--- src/rtl/instr_fetch.sv ---
// Instruction fetch stage: PC, one-cycle-latency imem reads and a 2-entry
// instruction FIFO feeding the execute core over a valid/ready handshake.
module instr_fetch #(
    parameter int              PC_W     = 8,
    parameter logic [PC_W-1:0] RESET_PC = '0
) (
    input  logic            clk,
    input  logic            rst_n,
    input  logic            start,
    input  logic            halt,
    input  logic            redirect_valid,
    input  logic [PC_W-1:0] redirect_pc,
    output logic            imem_en,
    output logic [PC_W-1:0] imem_addr,
    input  logic [31:0]     imem_rdata,
    output logic            ir_valid,
    input  logic            ir_ready,
    output logic [31:0]     ir_data,
    output logic [PC_W-1:0] ir_pc,
    output logic [15:0]     fetch_count
);

    typedef enum logic [1:0] {
        S_IDLE,
        S_RUN,
        S_HALT
    } state_t;

    state_t          state_q;
    logic [PC_W-1:0] pc_q;
    logic [PC_W-1:0] addr_q;
    logic            inflight_q;
    logic [31:0]     data_q [2];
    logic [PC_W-1:0] epc_q  [2];
    logic            rd_q;
    logic            wr_q;
    logic [1:0]      cnt_q;
    logic [1:0]      cnt_d;
    logic [15:0]     fcnt_q;

    logic            pop_raw;
    logic            pop;
    logic            push;
    logic            issue;
    logic [2:0]      level;
    logic [2:0]      limit;

    // Handshake, return and issue decisions for the current cycle
    always_comb begin
        pop_raw = (cnt_q != 2'd0) & ir_ready;
        pop     = pop_raw & ~redirect_valid;
        push    = inflight_q & ~redirect_valid;
        // Words already owed to the FIFO plus its contents, minus what leaves now
        level   = {1'b0, cnt_q} + {2'b00, inflight_q};
        limit   = 3'd2 + {2'b00, pop_raw};
        issue   = (state_q == S_RUN) & ~halt & ~redirect_valid
                & (level < limit);
    end

    assign imem_en     = issue;
    assign imem_addr   = issue ? pc_q : addr_q;
    assign ir_valid    = (cnt_q != 2'd0);
    assign ir_data     = data_q[rd_q];
    assign ir_pc       = epc_q[rd_q];
    assign fetch_count = fcnt_q;

    // Run-control FSM; a redirect never changes the state
    always_ff @(posedge clk or negedge rst_n) begin
        if (!rst_n) begin
            state_q <= S_IDLE;
        end else if (!redirect_valid) begin
            unique case (state_q)
                S_IDLE:  if (start) state_q <= S_RUN;
                S_RUN:   if (halt) state_q <= S_HALT;
                S_HALT:  if (start && !halt) state_q <= S_RUN;
                default: state_q <= S_IDLE;
            endcase
        end
    end

    // Program counter and last issued address (doubles as the return tag)
    always_ff @(posedge clk or negedge rst_n) begin
        if (!rst_n) begin
            pc_q   <= RESET_PC;
            addr_q <= RESET_PC;
        end else if (redirect_valid) begin
            pc_q   <= redirect_pc;
        end else if (issue) begin
            pc_q   <= pc_q + PC_W'(1);
            addr_q <= pc_q;
        end
    end

    // A read is owed next cycle only if it was issued; redirect squashes it
    always_ff @(posedge clk or negedge rst_n) begin
        if (!rst_n) begin
            inflight_q <= 1'b0;
        end else begin
            inflight_q <= issue;
        end
    end

    // FIFO occupancy update for simultaneous push/pop
    always_comb begin
        cnt_d = cnt_q;
        if (push && !pop) begin
            cnt_d = cnt_q + 2'd1;
        end else if (pop && !push) begin
            cnt_d = cnt_q - 2'd1;
        end
    end

    // Instruction FIFO storage and pointers, flushed on redirect
    always_ff @(posedge clk or negedge rst_n) begin
        if (!rst_n) begin
            rd_q  <= 1'b0;
            wr_q  <= 1'b0;
            cnt_q <= 2'd0;
            for (int i = 0; i < 2; i++) begin
                data_q[i] <= '0;
                epc_q[i]  <= '0;
            end
        end else if (redirect_valid) begin
            rd_q  <= 1'b0;
            wr_q  <= 1'b0;
            cnt_q <= 2'd0;
        end else begin
            if (push) begin
                data_q[wr_q] <= imem_rdata;
                epc_q[wr_q]  <= addr_q;
                wr_q         <= ~wr_q;
            end
            if (pop) begin
                rd_q <= ~rd_q;
            end
            cnt_q <= cnt_d;
        end
    end

    // Delivered-instruction counter, wraps naturally
    always_ff @(posedge clk or negedge rst_n) begin
        if (!rst_n) begin
            fcnt_q <= '0;
        end else if (pop) begin
            fcnt_q <= fcnt_q + 16'd1;
        end
    end

endmodule
--- config.mk ---
export PLATFORM = sky130hd
export DESIGN_NAME = instr_fetch
export DESIGN_NICKNAME = d
export VERILOG_FILES = /design/src/rtl/instr_fetch.sv
export SDC_FILE = /design/constraint.sdc
export NUM_CORES = 1
export LEC_CHECK = 0
export BUFFER_PORTS_ARGS = -buffer_cell sky130_fd_sc_hd__buf_2
export CORE_ASPECT_RATIO = 1.4
export CORE_UTILIZATION = 30
export CTS_BUF_LIST = sky130_fd_sc_hd__clkbuf_2
export CTS_CLUSTER_DIAMETER = 40
export CTS_CLUSTER_SIZE = 28
export DETAILED_ROUTE_END_ITERATION = 16
export HOLD_SLACK_MARGIN = 0.06
export PLACE_DENSITY_LB_ADDON = 0.15
export SETUP_SLACK_MARGIN = 0.02
export SLEW_MARGIN = 25
export SYNTH_ARGS = -nofsm -noshare
export SYNTH_HDL_FRONTEND = slang
export SYNTH_SLANG_ARGS = --single-unit
--- constraint.sdc ---
create_clock -name clk -period 2.75 [get_ports clk]
set_input_delay 0.275 -clock clk [delete_from_list [all_inputs] [get_ports clk]]
set_output_delay 0.275 -clock clk [all_outputs]
set_load 0.005 [all_outputs]
==> reports/metrics.cfg <==
[synthesis]
syn-mean-instance-area_um2 = 13.59
synth-simple-area-share = 0.07352
synthFlopType = dfrtp_1
synthMuxAreaShare = 0.2818
syn-instance-count = 397
synth.distinct_cells = 42
synth_fa_ha_area_frac = 0.009276
synthTopCellsByArea = dfrtp_1 55%, mux2_2 28%, xnor2_1 2.3%
synthXorXnorAreaFrac = 0.02922
syn_area_um2 = 5395
syn_nets = 447
synth_seq_cells = 119
yosysTopAreaCellShare = 0.5519
synth_compound_area_frac = 0.03502
synth_top_family_by_area = multiplexers
yosysWarnings = 0
yosysSeqAreaShare = 0.5519
synth_edf_count = 0
ys_async_sr_fraction = 1.000
yosysTopAreaCell = dfrtp_1

[clock_network]
path_clk_slew_ns = 0.20
cts-buffers-inserted = 17
htreeDepth = 4
cts.sinks = 119
clk_path_buf_depth = 2
ctsRootBufferMaster = clkbuf_2
cts_tree = built
clk_latency_ns = 0.67

[detailed_routing]
topRoutingLayerUsed = met4
wl_met3_um = 377
vias = 3828
m1WireLength_um = 5267
dr_wl_met2_um = 6357
drc_errors = 0
postRouteAntennaNets = 0
drtIter0Drc = 120
wl_um = 12230
post_drt_wl_per_cell_um = 14.70
drt_first_pass_iters = 4
vias_per_cell = 4.601

[final_layout]
drive_gt1_frac = 0.5160
layout.cells.non_filler = 832
multi_input_area_um2 = 2345
layout_common_cells = 135 x mux2_2, 117 x dfrtp_1, 110 x buf_2
final_area_um2 = 7174
finalNetCount = 632
syn_to_final_growth_pct = 32.98
regArea_um2 = 2980
layout_commonest_cell = mux2_2
fillers = 1702

[critical_path]
cp-start-kind = flip-flop
reg2reg_from = inflight_q$_DFF_PN0_
critPathKind = flip-flop to output pin
worstPathMaxFanout = 6
cp-startpoint = state_q[1]$_DFFE_PN0P_
critPathCaptureType = output pin
required_ns = 2.48
worstPathArrival_ns = 2.34

[sta]
drv_slew = 0
hold_viol_final = 0
fin_crit_sh = 0.9523
fin_ws_ns = 0.1313
grt_setup_unrepaired = yes
min_period_ns = 2.619
report.final.setup_viol = 0
fmax_mhz = 381.9
finClkSkew_ns = 0.03664
relSlewSlack = 0.4253
worst_slew_pin_slew_ns = 0.8621

[global_routing]
grt_pass1_vias = 4003
grt_pass1_wl_um = 19600
grt_overflow = 0
grtUsageTotal = 0.1389
antenna_found_initial = 1
grt_max_degree = 65

[power_and_ir_drop]
power.leakage_nw = 3.447
irDropWorstVdd_uv = 235.5
power_mw = 5.376
power-per-cell-area_nw_per_um2 = 749.4

[die]
chipWidth_um = 115.3
die_area_um2 = 18530
fp.dieH_um = 160.7
coreArea_um2 = 17470
placementRows = 57
initial_utilization = 0.3088
boundaryPins = 112

[placement]
place_congestion = 0.7844
dpl.cell_count = 737
placed_area_um2 = 6294
hpwlAfterDp_um = 7994
pre_cts_ws_ns = 0.6519
portBuffers = 111

[job]
maxCapViolCount = 0

[outcome]
status = finished, final reports clean

[worst_hold_path]
min_path_type = input pin to asynchronous set/reset pin

[worst paths after layout]
check / end / slack (ns) / cells after the start
worst max-delay path: imem_addr[3] / 0.13 / 5
worst max register to register: pc_q[7]$_DFFE_PN0P_ / 0.36 / 6
max in group asynchronous: data_q[17]$_DFFE_PN0P_ / 1.75 / 3
min in group clk: data_q[13]$_DFFE_PN0P_ / 0.38 / 3
worst min register to register: fetch_count[6]$_DFFE_PN0N_ / 0.49 / 1
worst min-delay path: data_q[61]$_DFFE_PN0P_ / 0.23 / 2
[flip-flops by register name, indices dropped and copies added (netlist names)]
name         cells
addr_q           8
cnt_q            2
data_q          64
epc_q           16
fetch_count     16
inflight_q       1
pc_q             8
rd_q             1
state_q          2
wr_q             1
[worst max-delay path: stages (launching register included)]
cell and delay, ns:
dfrtp_1 0.44, or3b_4 0.41, nor3_4 0.27, nand2_4 0.14
mux2_2 0.29, buf_2 0.13
[synth_stat cells, drive strengths merged, types with 2 or more instances]
cell type / count
mux2: 135
dfrtp: 119
nand2: 15
xnor2: 14
clkbuf: 11
nand3: 10
o21ai: 10
buf: 8
nand4: 8
nor2: 7
nor2b: 5
nor3: 5
o211ai: 5
and3: 4
ha: 4
inv: 4
xor2: 4
a21oi: 3
and2: 3
and4: 3
a221o: 2
nand2b: 2
o21a: 2
or4: 2
[through the flow]
step	hold slack, ns	TNS, ns	util
floorplan	-0.02059	0	-
global placement	0.4280	0	0.3602
detailed placement	0.4420	0	0.3602
CTS	0.1592	-0.002808	0.4084
global route	0.2051	-0.3502	0.4106
finish	0.2342	0	0.4106
[layer usage]
metal  vias to the layer above  track usage
li1                       1812            -
met3                        14      0.03811
met1                      1929       0.1536
met4                         0      0.06139
met5                         -            0
met2                        73       0.2444
[power by group]
part           leakage, nW  internal (mW)  total (mW)  switching, mW
Combinational         1.75           1.05        1.64          0.593
Clock                0.147          0.509        1.18          0.673
Sequential            1.55           2.24        2.55          0.309
Total                 3.45           3.80        5.38           1.58
[logic make-up (layout without fill, tap and decap cells)]
group           count (synthesis)  count (layout)
buf+inv                        23             220
compound gates                 28              28
mux                           135             135
fa+ha+maj                       4               4
simple gates                   70              71
other cells                     0               1
flops                         119             119
xor+xnor                       18              18
[cell type report]
class	count	area share
clock inverter	13	0.02197
inverter	4	0.002093
tap	236	0.04116
timing repair buffer	184	0.1789
multi-input combinational	256	0.3268
antenna	1	0.0003488
clock buffer	19	0.01325
sequential	119	0.4154
[what timing repair did]
action                                  in CTS  in global routing
endpoints found under the setup margin       9                  9
hold endpoints to repair                   140                  0
pin swaps                                    1                  3
hold buffers                                56                  0
cloned                                       1                  0
buffers inserted                             2                  3
resized for setup                            4                  4
No activity file was read; power rests on OpenSTA's default activity.
